`config.mk`:
```
export PLATFORM = sky130hd
export DESIGN_NAME = posit_mul_pipe
export DESIGN_NICKNAME = d
export VERILOG_FILES = /design/src/rtl/posit_defines.sv /design/src/rtl/posit_mant_mul.sv /design/src/rtl/posit_mul_pipe.sv
export SDC_FILE = /design/constraint.sdc
export NUM_CORES = 2
export LEC_CHECK = 0
export BUFFER_PORTS_ARGS = -buffer_cell sky130_fd_sc_hd__buf_2
export CAP_MARGIN = 20
export CORE_MARGIN = 8
export CORE_UTILIZATION = 60
export CTS_CLUSTER_DIAMETER = 80
export DETAILED_ROUTE_END_ITERATION = 8
export GPL_TIMING_DRIVEN = 1
export HOLD_SLACK_MARGIN = 0.15
export PLACE_DENSITY = 0.78
export SKIP_CTS_REPAIR_TIMING = 1
export SYNTH_ARGS = -nofsm -noshare
export SYNTH_HDL_FRONTEND = slang
export SYNTH_SLANG_ARGS = --single-unit
export TNS_END_PERCENT = 5
```
`constraint.sdc`:
```
create_clock -name clk -period 16.3 [get_ports clk]
set_clock_uncertainty 0.2 [all_clocks]
set_input_delay 2.445 -clock clk [delete_from_list [all_inputs] [get_ports clk]]
set_output_delay 2.445 -clock clk [all_outputs]
set_load 0.01 [all_outputs]
```
`src/rtl/posit_defines.sv`:
```
// rtl/posit_defines.sv - posit widths and decoded operand/product types
package posit_defines;

   localparam int NBITS = 32;
   localparam int ES    = 2;
   localparam int FBITS = NBITS - ES - 3;

   // Decoded operand from the extraction stage; hidden bit is implied.
   typedef struct packed {
      logic                    sign;
      logic                    zero;
      logic                    inf;
      logic signed [7:0]       scale;
      logic [FBITS-1:0]        fraction;
   } value;

   // Unrounded normalized product; shared with the round/encode stage.
   typedef struct packed {
      logic                    sign;
      logic                    zero;
      logic                    inf;
      logic signed [8:0]       scale;
      logic [2*FBITS:0]        fraction;
   } value_product;

endpackage

```
`src/rtl/posit_mant_mul.sv`:
```
// rtl/posit_mant_mul.sv - combinational unsigned mantissa multiplier
module posit_mant_mul #(
   parameter int W = 28
) (
   input  logic [W-1:0]   a_i,
   input  logic [W-1:0]   b_i,
   output logic [2*W-1:0] p_o
);

   // Operands are zero-extended so the product is computed at full width.
   assign p_o = {{W{1'b0}}, a_i} * {{W{1'b0}}, b_i};

endmodule

```
`src/rtl/posit_mul_pipe.sv`:
```
// rtl/posit_mul_pipe.sv - three-stage elastic posit multiplier
module posit_mul_pipe
   import posit_defines::*;
#(
   parameter int NBITS    = posit_defines::NBITS,
   parameter int ES       = posit_defines::ES,
   parameter int TAG_BITS = 8
) (
   input  logic                clk,
   input  logic                reset_n,
   input  logic                in_valid,
   output logic                in_ready,
   input  value                in_a,
   input  value                in_b,
   input  logic [TAG_BITS-1:0] in_tag,
   output logic                out_valid,
   input  logic                out_ready,
   output value_product        out,
   output logic [TAG_BITS-1:0] out_tag,
   output logic                busy
);

   localparam int FB = NBITS - ES - 3;
   localparam int MW = FB + 1;
   localparam int PW = 2 * MW;

   typedef struct packed {
      logic                sign;
      logic                zero;
      logic                inf;
      logic signed [8:0]   scale;
      logic [MW-1:0]       ma;
      logic [MW-1:0]       mb;
      logic [TAG_BITS-1:0] tag;
   } s1_t;

   typedef struct packed {
      logic                sign;
      logic                zero;
      logic                inf;
      logic signed [8:0]   scale;
      logic [PW-1:0]       prod;
      logic [TAG_BITS-1:0] tag;
   } s2_t;

   logic                v1_q, v2_q, v3_q, v1_d, v2_d, v3_d;
   logic                adv1, adv2, adv3;
   s1_t                 s1_q, s1_d;
   s2_t                 s2_q, s2_d;
   value_product        out_q, out_d, norm;
   logic [TAG_BITS-1:0] tag3_q, tag3_d;
   logic [PW-1:0]       prod;

   posit_mant_mul #(.W(MW)) u_mul (
      .a_i (s1_q.ma),
      .b_i (s1_q.mb),
      .p_o (prod)
   );

   // Advance chain ripples back from the consumer; an empty stage always advances.
   always_comb begin
      adv3     = out_ready | ~v3_q;
      adv2     = adv3 | ~v2_q;
      adv1     = adv2 | ~v1_q;
      in_ready = adv1;
      v1_d     = adv1 ? in_valid : v1_q;
      v2_d     = adv2 ? v1_q : v2_q;
      v3_d     = adv3 ? v2_q : v3_q;
   end

   // S1: combine flags and scales, attach hidden bits to the mantissas.
   always_comb begin
      s1_d = s1_q;
      if (adv1) begin
         s1_d.sign  = in_a.sign ^ in_b.sign;
         s1_d.inf   = in_a.inf | in_b.inf;
         s1_d.zero  = (in_a.zero | in_b.zero) & ~(in_a.inf | in_b.inf);
         s1_d.scale = {in_a.scale[7], in_a.scale} + {in_b.scale[7], in_b.scale};
         s1_d.ma    = {1'b1, in_a.fraction};
         s1_d.mb    = {1'b1, in_b.fraction};
         s1_d.tag   = in_tag;
      end
   end

   // S2: register the full-width mantissa product with the carried fields.
   always_comb begin
      s2_d = s2_q;
      if (adv2) begin
         s2_d.sign  = s1_q.sign;
         s2_d.zero  = s1_q.zero;
         s2_d.inf   = s1_q.inf;
         s2_d.scale = s1_q.scale;
         s2_d.prod  = prod;
         s2_d.tag   = s1_q.tag;
      end
   end

   // S3: one-bit normalize, strip the hidden bit, then force NaR/zero encodings.
   always_comb begin
      norm      = '0;
      norm.sign = s2_q.sign;
      norm.zero = s2_q.zero;
      norm.inf  = s2_q.inf;
      if (s2_q.prod[PW-1]) begin
         norm.scale    = s2_q.scale + 9'sd1;
         norm.fraction = s2_q.prod[PW-2:0];
      end else begin
         norm.scale    = s2_q.scale;
         norm.fraction = {s2_q.prod[PW-3:0], 1'b0};
      end
      if (s2_q.inf) begin
         norm.sign     = 1'b1;
         norm.scale    = '0;
         norm.fraction = '0;
      end else if (s2_q.zero) begin
         norm.sign     = 1'b0;
         norm.scale    = '0;
         norm.fraction = '0;
      end
      out_d  = adv3 ? norm : out_q;
      tag3_d = adv3 ? s2_q.tag : tag3_q;
   end

   // Stage registers; reset empties the pipeline and clears the output.
   always_ff @(posedge clk or negedge reset_n) begin
      if (!reset_n) begin
         v1_q   <= 1'b0;
         v2_q   <= 1'b0;
         v3_q   <= 1'b0;
         s1_q   <= '0;
         s2_q   <= '0;
         out_q  <= '0;
         tag3_q <= '0;
      end else begin
         v1_q   <= v1_d;
         v2_q   <= v2_d;
         v3_q   <= v3_d;
         s1_q   <= s1_d;
         s2_q   <= s2_d;
         out_q  <= out_d;
         tag3_q <= tag3_d;
      end
   end

   assign out_valid = v3_q;
   assign out       = out_q;
   assign out_tag   = tag3_q;
   assign busy      = v1_q | v2_q | v3_q;

endmodule

```
; ---- Word-level counts from Yosys, hierarchy flattened
; Index checks and enable logic that the tools add are counted.
; Widths: inputs -> output; s select.
[word_totals]
in_bits = 88
ff_bits = 230
out_inout_bits = 78
elab_cells = 43
[op_classes]
n_addsub = 2
mux = 5
multipliers = 1
n_bitwise = 13
[ops]
columns = op, count
row1 = $mux 64, 3
row2 = $mul 28x28->56, 1
row3 = $add 8x8->9, 1
row4 = $add 9x2->9 const B, 1
row5 = $or 1x1->1, 7
row6 = $not 1->1, 4
row7 = $mux 1, 2
row8 = $and 1x1->1, 1
row9 = $xor 1x1->1, 1

; ---- Logic depth before layout (Yosys ltp)
[logic_depth]
ltp_word = 4
depth_mapped = 26
ltp_nobuf = 23

; ---- By module
; From an unflattened synthesis, not the netlist that was laid out.
[hier_totals]
hier_cells = 3782
area_unflattened_um2 = 35417.7
[modules_own_cells]
columns = mod, cells_each, area_each_um2, instances, seq_area_each_um2
row1 = posit_mant_mul, 2945, 25808.5, 1, 0.0
row2 = posit_mul_pipe, 837, 9609.2, 1, 5730.5

; ---- Least setup slack after synthesis
; Ideal clock, no wire load.
[synth_timing]
path_type = flip-flop to flip-flop
from = register s1_q[61] (netlist bit)
to = register s2_q[55] (netlist bit)
setup_ps = 95
t_required_ps = 16005
period_less_slack_ps = 6810
path_slack_ps = 9490
path_stages_with_launch = 24
arrival_ps = 6515
n_path_buf = 3
path_cell_list = dfrtp_1 -> clkbuf_1 -> clkbuf_1 -> nand2_1 -> fa_1 -> inv_1 -> fa_1 -> fa_1 -> inv_1 -> fa_1 -> inv_1 -> fa_1 -> fa_1 -> inv_1 -> fa_1 -> inv_1 -> ha_1 -> buf_6 -> a21o_1 -> o41a_1 -> a221o_1 -> a21o_1 -> o21a_1 -> o31ai_1
[synth_between]
elab_chain_cells = 1
[synth_lines]
columns = element, line
row1 = start: declaration, posit_mul_pipe.sv:48  ; s1_t s1_q, s1_d;
row2 = start signal: assignment, posit_mul_pipe.sv:130  ; s1_q <= '0;
row3 = start signal: assignment, posit_mul_pipe.sv:138  ; s1_q <= s1_d;
row4 = $mul 28x28->56, posit_mant_mul.sv:11  ; assign p_o = {{W{1'b0}}, a_i} * {{W{1'b0}}, b_i};
row5 = end signal: assignment, posit_mul_pipe.sv:131  ; s2_q <= '0;
row6 = end signal: assignment, posit_mul_pipe.sv:139  ; s2_q <= s2_d;
row7 = end: declaration, posit_mul_pipe.sv:49  ; s2_t s2_q, s2_d;
; No other way between the ends.
; A chain may end at the register's enable or synchronous reset.

; ---- Worst setup path in the final report
[layout_timing]
from = register s1_q[15] (netlist bit)
to = register s2_q[53] (netlist bit)
; Same word-level chain as after synthesis.

==> metrics.log <==
INFO  metric run_status = finished, final reports clean
INFO  metric mappedNetlistNets = between 4,000 and 5,000
INFO  metric clock_latency = between 0.5 and 0.6 ns
INFO  metric yosys-top-cells-area = sky130_fd_sc_hd__fa_1 38%, sky130_fd_sc_hd__dfrtp_1 16%, sky130_fd_sc_hd__inv_1 8.1%, sky130_fd_sc_hd__ha_1 7.8%, sky130_fd_sc_hd__and2_1 6.9%
INFO  metric cts_sinks = 229
INFO  metric setup_viol = 0
INFO  metric area_of_the_placeable_core = around 58,000 µm²
INFO  metric worstPathRequired = ~17 ns
INFO  metric launching_element_type_of_the_critical_path = register
INFO  metric grt.overflow.total = 0
INFO  metric clkSlewWorstSetupHoldPaths = 0.06 ns
INFO  metric place.port_buffers = 165
INFO  metric post-route-util = 0.647
INFO  metric die_area = between 60,000 and 70,000 µm²
INFO  metric dieWidth = about 260 µm
INFO  metric critical_path.cell_chain = nand2_1 -> fa_1 -> inv_1 -> fa_1 -> inv_1 -> fa_1 -> inv_1 -> fa_1 -> inv_1 -> fa_1 -> fa_1 -> fa_1 -> inv_1 -> ha_1 -> nand4_1 -> nor3_1 -> nand2_1 -> a31oi_1 -> o21ai_1 -> o31ai_1 -> xnor2_1 -> a21oi_1
INFO  metric postSynthAreaPerCell = 9.26 µm²
INFO  metric layout_min_cycle_time = 8.11 ns
INFO  metric drc_errors = 0
INFO  metric synth-edff-count = 0
INFO  metric nFillCells = around 4,700
INFO  metric grt_setup_unrepaired = no
INFO  metric critical_path_peak_fanout = 29
INFO  metric slew_headroom = 0.170
INFO  metric cts_htree_levels = 1
INFO  metric tightestPinTransition = 1.24 ns
INFO  metric detail-route-antenna-nets = 0
INFO  metric initial_core_util = 0.609
INFO  metric post_syn_instances = approximately 3,800
INFO  metric cts-buffers-inserted = 26
INFO  metric tritoncts = yes
INFO  metric detail_route.wirelength = approximately 90 mm
INFO  metric crit_path_end_kind = register
INFO  metric post_route_cells_drive_above_1_share = 0.0935
INFO  metric post-synth-top-area-cell = sky130_fd_sc_hd__fa_1
INFO  metric place_hpwl = a little under 70 mm
INFO  metric synth.most_common_cell = sky130_fd_sc_hd__inv_1
INFO  metric critical-path-max-stage-delay = around 1.2 ns
INFO  metric cpMostUsedCell = sky130_fd_sc_hd__fa_1
INFO  metric routed_wire_length_on_met2 = approximately 46 mm
INFO  metric yosysSeqAreaShare = 0.163
INFO  metric inserted_diodes = 0
INFO  metric synthDistinctLibCells = a little under 70
INFO  metric timing.final.max_slew_violations = 0
INFO  metric hold_violations = 0
INFO  metric timing.fmax = between 100 and 150 MHz
INFO  metric post_drt_via_cell_ratio = around 5.6
INFO  metric ctsLongestPathBuffers = 3
INFO  metric cts_root_buffer = sky130_fd_sc_hd__clkbuf_16
INFO  metric worstSetupPathType = reg2reg
INFO  metric grt_start_max_net_pins = 109
INFO  metric fp.dieH = 258 µm
INFO  metric async_flop_share = 1.00
INFO  metric detailedRoute.firstIterationViolations = between 1,500 and 2,000
INFO  metric yosys_register_bits = roughly 230
INFO  metric final_layout_setup_total_negative_slack = 0 ns
INFO  metric synth_warnings = 0
INFO  metric antenna_found_initial = 4
INFO  metric top_layer_used = met4
INFO  metric detail_route.wirelength.met1 = 32.6 mm
INFO  metric met3_wirelength = roughly 6.2 mm
INFO  metric critPathSlowestCell = sky130_fd_sc_hd__dfrtp_1
INFO  metric finish.net_count = approximately 4,800
INFO  metric placement_rows = between 80 and 90
INFO  metric boundaryPins = 166
INFO  metric grt_pass1_wl = 147 mm
INFO  metric crit_arrival = 8.35 ns
INFO  metric netlist.area_leader.share = 0.384
INFO  metric synth-main-ff-cell = sky130_fd_sc_hd__dfrtp_1
INFO  metric vias = 25,800
INFO  metric most_instantiated_cells_after_synthesis = 758 x sky130_fd_sc_hd__inv_1, 675 x sky130_fd_sc_hd__fa_1, 604 x sky130_fd_sc_hd__nand2_1
INFO  metric firstDrtPassIters = 5
INFO  metric min_path_type = reg2reg
INFO  metric syn-cell-area = roughly 35,000 µm²
INFO  metric global_route.usage.total = 0.275
INFO  metric first_global_vias = 27,900
INFO  metric routability_congestion_estimate = roughly 0.9
INFO  metric avgRoutedWirePerCell = slightly below 20 µm
INFO  metric drv_cap = 0
INFO  metric syn2layout_area_growth = 6.35%
INFO  metric final_min_period_over_clock_period = 0.497
==> critical path: cells and delay by family, from the launching register on <==
kind	cells	cell delay, ns
AOI/OAI and AO/OA	4	1.20
xor gates and xnor gates	1	0.18
DFF	1	1.16
adders and majority gates	8	4.04
and+or+nand+nor	4	0.89
buffers and inverters	5	0.28
==> path summary, 6_finish.rpt <==
path	from	end	depth (start not counted)	slack (ns)
worst max-delay path	s1_q[15]$_DFFE_PN0P_	s2_q[53]$_DFFE_PN0P_	22	8.19
worst min-delay path	s1_q[69]$_DFFE_PN0P_	s2_q[69]$_DFFE_PN0P_	2	0.27
worst max register to register	s1_q[15]$_DFFE_PN0P_	s2_q[53]$_DFFE_PN0P_	22	8.19
worst min register to register	s1_q[69]$_DFFE_PN0P_	s2_q[69]$_DFFE_PN0P_	2	0.27
max in group asynchronous	reset_n	s1_q[33]$_DFFE_PN0P_	2	12.79
min in group asynchronous	reset_n	out[46]$_DFFE_PN0P_	1	1.67
==> placed cells by master, fill, tap and decap left out, types with 5 or more instances in the layout <==
master and instances:
sky130_fd_sc_hd__o21a_1 9, sky130_fd_sc_hd__a31oi_1 5, sky130_fd_sc_hd__and4_1 6, sky130_fd_sc_hd__dfrtp_1 228, sky130_fd_sc_hd__o31ai_1 6, sky130_fd_sc_hd__inv_1 758, sky130_fd_sc_hd__a21oi_1 100, sky130_fd_sc_hd__nand2_1 602
sky130_fd_sc_hd__nor3_1 14, sky130_fd_sc_hd__o21ai_0 105, sky130_fd_sc_hd__buf_2 164, sky130_fd_sc_hd__buf_4 52, sky130_fd_sc_hd__nor2_1 77, sky130_fd_sc_hd__nand3_1 19, sky130_fd_sc_hd__clkbuf_16 26, sky130_fd_sc_hd__mux2_2 73
sky130_fd_sc_hd__nand4_1 22, sky130_fd_sc_hd__or3_1 7, sky130_fd_sc_hd__a21o_1 27, sky130_fd_sc_hd__xor2_1 21, sky130_fd_sc_hd__o211ai_1 5, sky130_fd_sc_hd__clkbuf_8 6, sky130_fd_sc_hd__xnor2_1 36, sky130_fd_sc_hd__o21bai_1 15
sky130_fd_sc_hd__mux2i_1 57, sky130_fd_sc_hd__and2_1 386, sky130_fd_sc_hd__o21ai_1 11, sky130_fd_sc_hd__ha_1 219, sky130_fd_sc_hd__fa_1 675
==> stage by stage <==
stage,instance area (µm²),hold WS (ns),cells,setup slack [ns]
6_report,37400,0.268,4584,8.19
5_1_grt,37400,0.288,4584,7.87
3_5_place_dp,36400,0.256,4535,8.40
2_1_floorplan,35200,0.235,3800,9.49
4_1_cts,37300,0.270,4580,8.37
3_3_place_gp,36400,0.248,4535,8.51
==> flip-flops by register name, indices dropped and copies added (netlist names) <==
| name | cells |
|---|---|
| norm | 2 |
| out | 67 |
| out_tag | 8 |
| out_valid | 1 |
| s1_q | 75 |
| s2_q | 74 |
| v1_q | 1 |
| v2_q | 1 |
==> metal layers <==
metal,track usage,vias up
met5,0,-
met4,0.142,0
met3,0.0392,321
met2,0.481,1053
met1,0.331,13100
li1,-,11300
==> area by class of cell <==
cell class | instances | area [µm²] | share of cell area
clock buffer | 35 | 744 | 0.0199
clock inverter | 10 | 140 | 0.00374
inverter | 758 | 2850 | 0.0760
multi-input combinational | 2566 | 25700 | 0.686
sequential | 229 | 5730 | 0.153
tap | 765 | 957 | 0.0256
timing repair buffer | 221 | 1340 | 0.0357
==> cell families after synthesis <==
group	share of synthesized area
xor gates and xnor gates	0.0142
muxes	0.0396
DFF	0.163
and+or+nand+nor	0.158
buffers and inverters	0.108
AOI/OAI and AO/OA	0.0549
adders and majority gates	0.462
Power is not shown: default switching activity piles up to over one toggle a cycle in this logic, so the estimate is an artifact.
